===== src/rtl/insight_tl_prot_responder.sv =====
// TileLink-UL manager for the Insight trace/debug register window.
// It checks the A-channel amba_prot bits against an access policy, reads or
// writes a small local register file, and returns D-channel acks through a
// 2-entry response FIFO.
module insight_tl_prot_responder #(
  parameter int                 ADDR_W    = 32,
  parameter int                 SOURCE_W  = 4,
  parameter logic [ADDR_W-1:0]  BASE_ADDR = '0,
  parameter int                 NREGS     = 8,
  parameter int                 PRIV_IDX  = 4
) (
  input  logic                clock,
  input  logic                reset_n,
  input  logic                a_valid,
  output logic                a_ready,
  input  logic [2:0]          a_opcode,
  input  logic [1:0]          a_size,
  input  logic [SOURCE_W-1:0] a_source,
  input  logic [ADDR_W-1:0]   a_address,
  input  logic [3:0]          a_mask,
  input  logic [31:0]         a_data,
  input  logic                a_prot_privileged,
  input  logic                a_prot_secure,
  input  logic                a_prot_fetch,
  output logic                d_valid,
  input  logic                d_ready,
  output logic [2:0]          d_opcode,
  output logic [1:0]          d_size,
  output logic [SOURCE_W-1:0] d_source,
  output logic                d_denied,
  output logic                d_corrupt,
  output logic [31:0]         d_data,
  output logic [15:0]         deny_count
);

  localparam int         IDX_W      = $clog2(NREGS);
  localparam logic [2:0] OP_PUTFULL = 3'd0;
  localparam logic [2:0] OP_PUTPART = 3'd1;
  localparam logic [2:0] OP_GET     = 3'd4;
  localparam logic [2:0] OP_ACK     = 3'd0;
  localparam logic [2:0] OP_ACKDATA = 3'd1;

  typedef struct packed {
    logic [2:0]          opcode;
    logic [1:0]          size;
    logic [SOURCE_W-1:0] source;
    logic                denied;
    logic                corrupt;
    logic [31:0]         data;
  } rsp_t;

  logic [NREGS-1:0][31:0] r_regs;
  rsp_t                   r_q [2];
  logic                   r_wptr;
  logic                   r_rptr;
  logic [1:0]             r_cnt;
  logic [15:0]            r_deny_count;

  logic [ADDR_W-1:0] w_offset;
  logic [IDX_W-1:0]  w_idx;
  logic              w_is_get;
  logic              w_is_put;
  logic              w_oob;
  logic              w_priv_region;
  logic              w_deny;
  logic              w_push;
  logic              w_pop;
  rsp_t              w_rsp;
  rsp_t              w_head;

  // Address decode: byte offset into the window, word index from bits above the low two.
  assign w_offset      = a_address - BASE_ADDR;
  assign w_idx         = w_offset[IDX_W+1:2];
  assign w_oob         = (w_offset >= ADDR_W'(4*NREGS));
  assign w_priv_region = (32'(w_idx) >= 32'(PRIV_IDX));
  assign w_is_get      = (a_opcode == OP_GET);
  assign w_is_put      = (a_opcode == OP_PUTFULL) || (a_opcode == OP_PUTPART);

  // Any single policy violation refuses the access.
  assign w_deny = w_oob
               || (a_size == 2'd3)
               || !(w_is_get || w_is_put)
               || a_prot_fetch
               || (w_priv_region && !a_prot_privileged)
               || (!a_prot_secure && w_is_put);

  // Full queue blocks A; the pop of the same cycle is deliberately not looked at.
  assign a_ready = (r_cnt != 2'd2);
  assign d_valid = (r_cnt != 2'd0);
  assign w_push  = a_valid && a_ready;
  assign w_pop   = d_valid && d_ready;
  assign w_head  = r_q[r_rptr];

  // Build the response at fire time so Get data reflects the register at acceptance.
  always_comb begin
    w_rsp         = '0;
    w_rsp.opcode  = w_is_get ? OP_ACKDATA : OP_ACK;
    w_rsp.size    = a_size;
    w_rsp.source  = a_source;
    w_rsp.denied  = w_deny;
    w_rsp.corrupt = w_deny && w_is_get;
    w_rsp.data    = (w_is_get && !w_deny) ? r_regs[w_idx] : 32'd0;
  end

  // Register file: byte-lane writes for granted Puts (PutFullData honours a_mask too).
  always_ff @(posedge clock or negedge reset_n) begin
    if (!reset_n) begin
      r_regs <= '0;
    end else if (w_push && w_is_put && !w_deny) begin
      for (int b = 0; b < 4; b++) begin
        if (a_mask[b]) r_regs[w_idx][b*8 +: 8] <= a_data[b*8 +: 8];
      end
    end
  end

  // Response FIFO: two slots, ring pointers plus an occupancy count.
  always_ff @(posedge clock or negedge reset_n) begin
    if (!reset_n) begin
      r_q[0] <= '0;
      r_q[1] <= '0;
      r_wptr <= 1'b0;
      r_rptr <= 1'b0;
      r_cnt  <= 2'd0;
    end else begin
      if (w_push) begin
        r_q[r_wptr] <= w_rsp;
        r_wptr      <= ~r_wptr;
      end
      if (w_pop) r_rptr <= ~r_rptr;
      r_cnt <= r_cnt + {1'b0, w_push} - {1'b0, w_pop};
    end
  end

  // Saturating count of refused requests.
  always_ff @(posedge clock or negedge reset_n) begin
    if (!reset_n) begin
      r_deny_count <= 16'd0;
    end else if (w_push && w_deny && (r_deny_count != 16'hFFFF)) begin
      r_deny_count <= r_deny_count + 16'd1;
    end
  end

  // D payload comes straight from the head slot; forced to zero while idle.
  always_comb begin
    d_opcode  = '0;
    d_size    = '0;
    d_source  = '0;
    d_denied  = 1'b0;
    d_corrupt = 1'b0;
    d_data    = '0;
    if (d_valid) begin
      d_opcode  = w_head.opcode;
      d_size    = w_head.size;
      d_source  = w_head.source;
      d_denied  = w_head.denied;
      d_corrupt = w_head.corrupt;
      d_data    = w_head.data;
    end
  end

  assign deny_count = r_deny_count;

endmodule


===== config.mk =====
export PLATFORM = sky130hd
export DESIGN_NAME = insight_tl_prot_responder
export DESIGN_NICKNAME = d
export VERILOG_FILES = /design/src/rtl/insight_tl_prot_responder.sv
export SDC_FILE = /design/constraint.sdc
export NUM_CORES = 1
export LEC_CHECK = 0
export ABC_AREA = 1
export ABC_CLOCK_PERIOD_IN_PS = 3500
export CELL_PAD_IN_SITES_DETAIL_PLACEMENT = 1
export CELL_PAD_IN_SITES_GLOBAL_PLACEMENT = 2
export CORE_ASPECT_RATIO = 1.1
export CORE_MARGIN = 1
export CORE_UTILIZATION = 30
export DETAILED_ROUTE_END_ITERATION = 10
export HOLD_SLACK_MARGIN = 0.1
export PLACE_DENSITY = 0.78
export SYNTH_ARGS = -nofsm -noshare
export SYNTH_HDL_FRONTEND = slang
export SYNTH_SLANG_ARGS = --single-unit

===== constraint.sdc =====
create_clock -name clock -period 3.5 [get_ports clock]
set_input_delay 0.7 -clock clock [delete_from_list [all_inputs] [get_ports clock]]
set_output_delay 0.7 -clock clock [all_outputs]
set_load 0.05 [all_outputs]

==> results of run 1 <==
[power by group through the flow]
stage / Clock [W] / Combinational [W] / Sequential [W]
2_1_floorplan: 0 / 0.00161 / 0.00454
4_1_cts: 0.00451 / 0.00282 / 0.00440
3_3_place_gp: 0 / 0.00278 / 0.00447
5_1_grt: 0.00465 / 0.00299 / 0.00442
3_5_place_dp: 0 / 0.00281 / 0.00448
6_report: 0.00437 / 0.00278 / 0.00440
[cells by family (layout without fill, tap and decap cells)]
group / after synthesis / count (layout) / synth area share (%)
simple gates: 1160 / 1160 / 25.3
buf+inv: 530 / 615 / 11.6
compound gates: 474 / 474 / 16.0
flops: 358 / 358 / 46.2
xor+xnor: 16 / 16 / 0.722
fa+ha+maj: 3 / 3 / 0.193
other cells: 1 / 4 / 0.0193
[Yosys cell counts (all sizes together)]
cell type / instances / area share, %
a21oi: 51 / 1.3
a22oi: 7 / 0.27
buf: 83 / 2.8
clkbuf: 121 / 2.5
conb: 1 / 0.019
dfrtp: 358 / 46
ha: 3 / 0.19
inv: 326 / 6.3
nand2: 742 / 14
nand3: 291 / 7.6
nand3b: 1 / 0.039
nand4: 17 / 0.68
nor2: 103 / 2.5
nor3: 5 / 0.15
nor4: 1 / 0.032
o21ai: 108 / 2.8
o21bai: 256 / 9.9
o22ai: 52 / 1.7
xnor2: 5 / 0.23
xor2: 11 / 0.50
[worst reg2reg max path: cells and delay by family, from the launching register on]
family	cells	cell delay, ns
simple gates	7	1.28
fa+ha+maj	1	0.23
buf+inv	2	0.30
flops	1	0.48
[metal layers]
metal | wire (µm) | track usage (%)
met5 | 13 | 0
met4 | 1280 | 5.14
met3 | 2420 | 2.92
met2 | 31000 | 34.1
met1 | 30200 | 26.6
[layout make-up]
class,instances,share of cell area (%)
Clock inverter,8,0.300
Timing Repair Buffer,216,9.20
Inverter,326,5.33
Multi-Input combinational cell,1655,36.0
Tap cell,841,4.58
Sequential cell,358,39.0
Antenna cell,2,0.0218
Clock buffer,65,5.57
[through the flow]
step	setup slack [ns]	cells
after floorplan	0.722	2543
after global placement	0.257	3395
after detailed placement	0.275	3395
after CTS	0.413	3469
after global routing	0.377	3471
final	0.496	3471
[flip-flops by register name, summed over array words and instances (netlist names)]
register and cells:
r_regs 256, r_rptr 1, deny_count 16, r_wptr 1, r_cnt 2, r_q 82
[worst paths after layout]
kind                             endpoint  depth (start not counted)     startpoint  slack [ns]
max in group asynchronous     r_regs[247]                          3        reset_n        1.86
hold reg to reg                   r_q[83]                          2        r_q[83]        0.47
setup reg to reg            deny_count[0]                         10  deny_count[0]        1.15
hold / removal                    r_q[83]                          2        r_q[83]        0.47
min in group asynchronous  deny_count[10]                          2        reset_n        0.68
setup / recovery                  d_valid                          3       r_cnt[1]        0.50
[repair_timing]
action,4_1_cts,5_1_grt
setup buffers,0,0
endpoints found under the hold margin,2,0
gates resized for setup,0,0
hold buffers,1,0
==> impl_metrics.tcl, run 1 <==
set metrics [dict create \
    cellPowerDensity_nw_per_um2 503 \
    path_cells "nor2_2, inv_1, clkdlybuf4s50_1" \
    multi_input_area_um2 8260 \
    placed_cell_area_um2 21600 \
    num_rows 97 \
    drive_gt1_share_pct 8.11 \
    ios 145 \
    critPathArrivalTime_ns 2.30 \
    htree_num_levels 2 \
    slew_violations 0 \
    wl_um 64900 \
    holdWs_ns 0.467 \
    area_growth_pct 18.3 \
    grt_pass1_vias 18076 \
    cp-start-kind "register" \
    ys_warn_count 0 \
    cts_root_buffer "clkbuf_16" \
    setup_viol 0 \
    syn_area_per_cell_um2 7.64 \
    dieArea_um2 65700 \
    synth_seq_cells 358 \
    cts_buffers 41 \
    avgViaCountPerCell 4.94 \
    critPathCaptureType "primary output" \
    clk_pin_slew_ns 0.06 \
    rsz0062_at_grt "no" \
    finalHoldViolCount 0 \
    worstPathMaxFanout 14 \
    total_power_w 0.0116 \
    cp_slowest_cell "clkdlybuf4s50_1" \
    start_util_pct 30.4 \
    core_area_um2 63800 \
    path_class "reg2out" \
    cts_tree "built" \
    fin_skew_ns 0.0138 \
    cp_top_family "buffers and inverters" \
    status "finished, final reports clean" \
    io_buffers 140 \
    cts.sinks 358 \
    fin_crit_sh_pct 85.8 \
    fin_util_pct 36.0 \
    vias 17155 \
    worstMarginPinSlew_ns 0.785 \
    grt_overflow 0 \
    ant_nets 0 \
    drc 0 \
    hold_path_class "reg2reg" \
    drv_cap 0 \
    die_w_um 245 \
    fmax_ghz 0.333 \
    vdd_drop_max_v 0.000440 \
    fin_area_um2 23000 \
    antenna_found_initial 3 \
    seq_power_share_pct 38.1 \
    nFillCells 7697 \
    final_cell_mix "739 x nand2_1, 357 x dfrtp_1, 323 x inv_1" \
    die_h_um 269 \
    clkLatencyLatePin_ns 0.57 \
    max_slew_margin_pct 47.6 \
    dr.pass1.iters 5 \
    final_common_cell "nand2_1" \
    combPwrFrac_pct 24.1 \
    clockBufferDepth 3 \
    clkPwrFrac_pct 37.8 \
    switchingPower_w 0.00398 \
    netlist_instances 2542 \
    p_sw_share_pct 34.4 \
    grt_max_degree 69 \
    max_stage_delay_ns 0.90 \
    drt_iter0_markers 814 \
    post_drt_wl_per_cell_um 18.7 \
    worstPathRequired_ns 2.80 \
    hpwl_um 41400 \
    internal-power_w 0.00758 \
    layout.nets 2685 \
    timing.critical_path.buf_inv 2 \
    fin_crit_ns 3.00 \
    regArea_um2 8960 \
    grt.total_usage_pct 20.0 \
    tns_ns 0 \
    ys_seq_area_share_pct 46.2 \
    synth.distinct_cells 32 \
    leakagePower_nw 10.7 \
    syn-cell-area_um2 19400 \
    gp_congestion 0.797 \
    grt_first_pass_wirelength_um 104000 \
]
Power figures use the tool's default switching activity.
==> run 2: changes to the inputs <==
--- a/config.mk
+++ b/config.mk
@@ -15,6 +15,7 @@
 export DETAILED_ROUTE_END_ITERATION = 10
 export HOLD_SLACK_MARGIN = 0.1
 export PLACE_DENSITY = 0.78
+export SETUP_SLACK_MARGIN = 0.05
 export SYNTH_ARGS = -nofsm -noshare
 export SYNTH_HDL_FRONTEND = slang
 export SYNTH_SLANG_ARGS = --single-unit
==> results of run 2 <==
The final DEF is identical to that of run 1; final timing and power are the same.
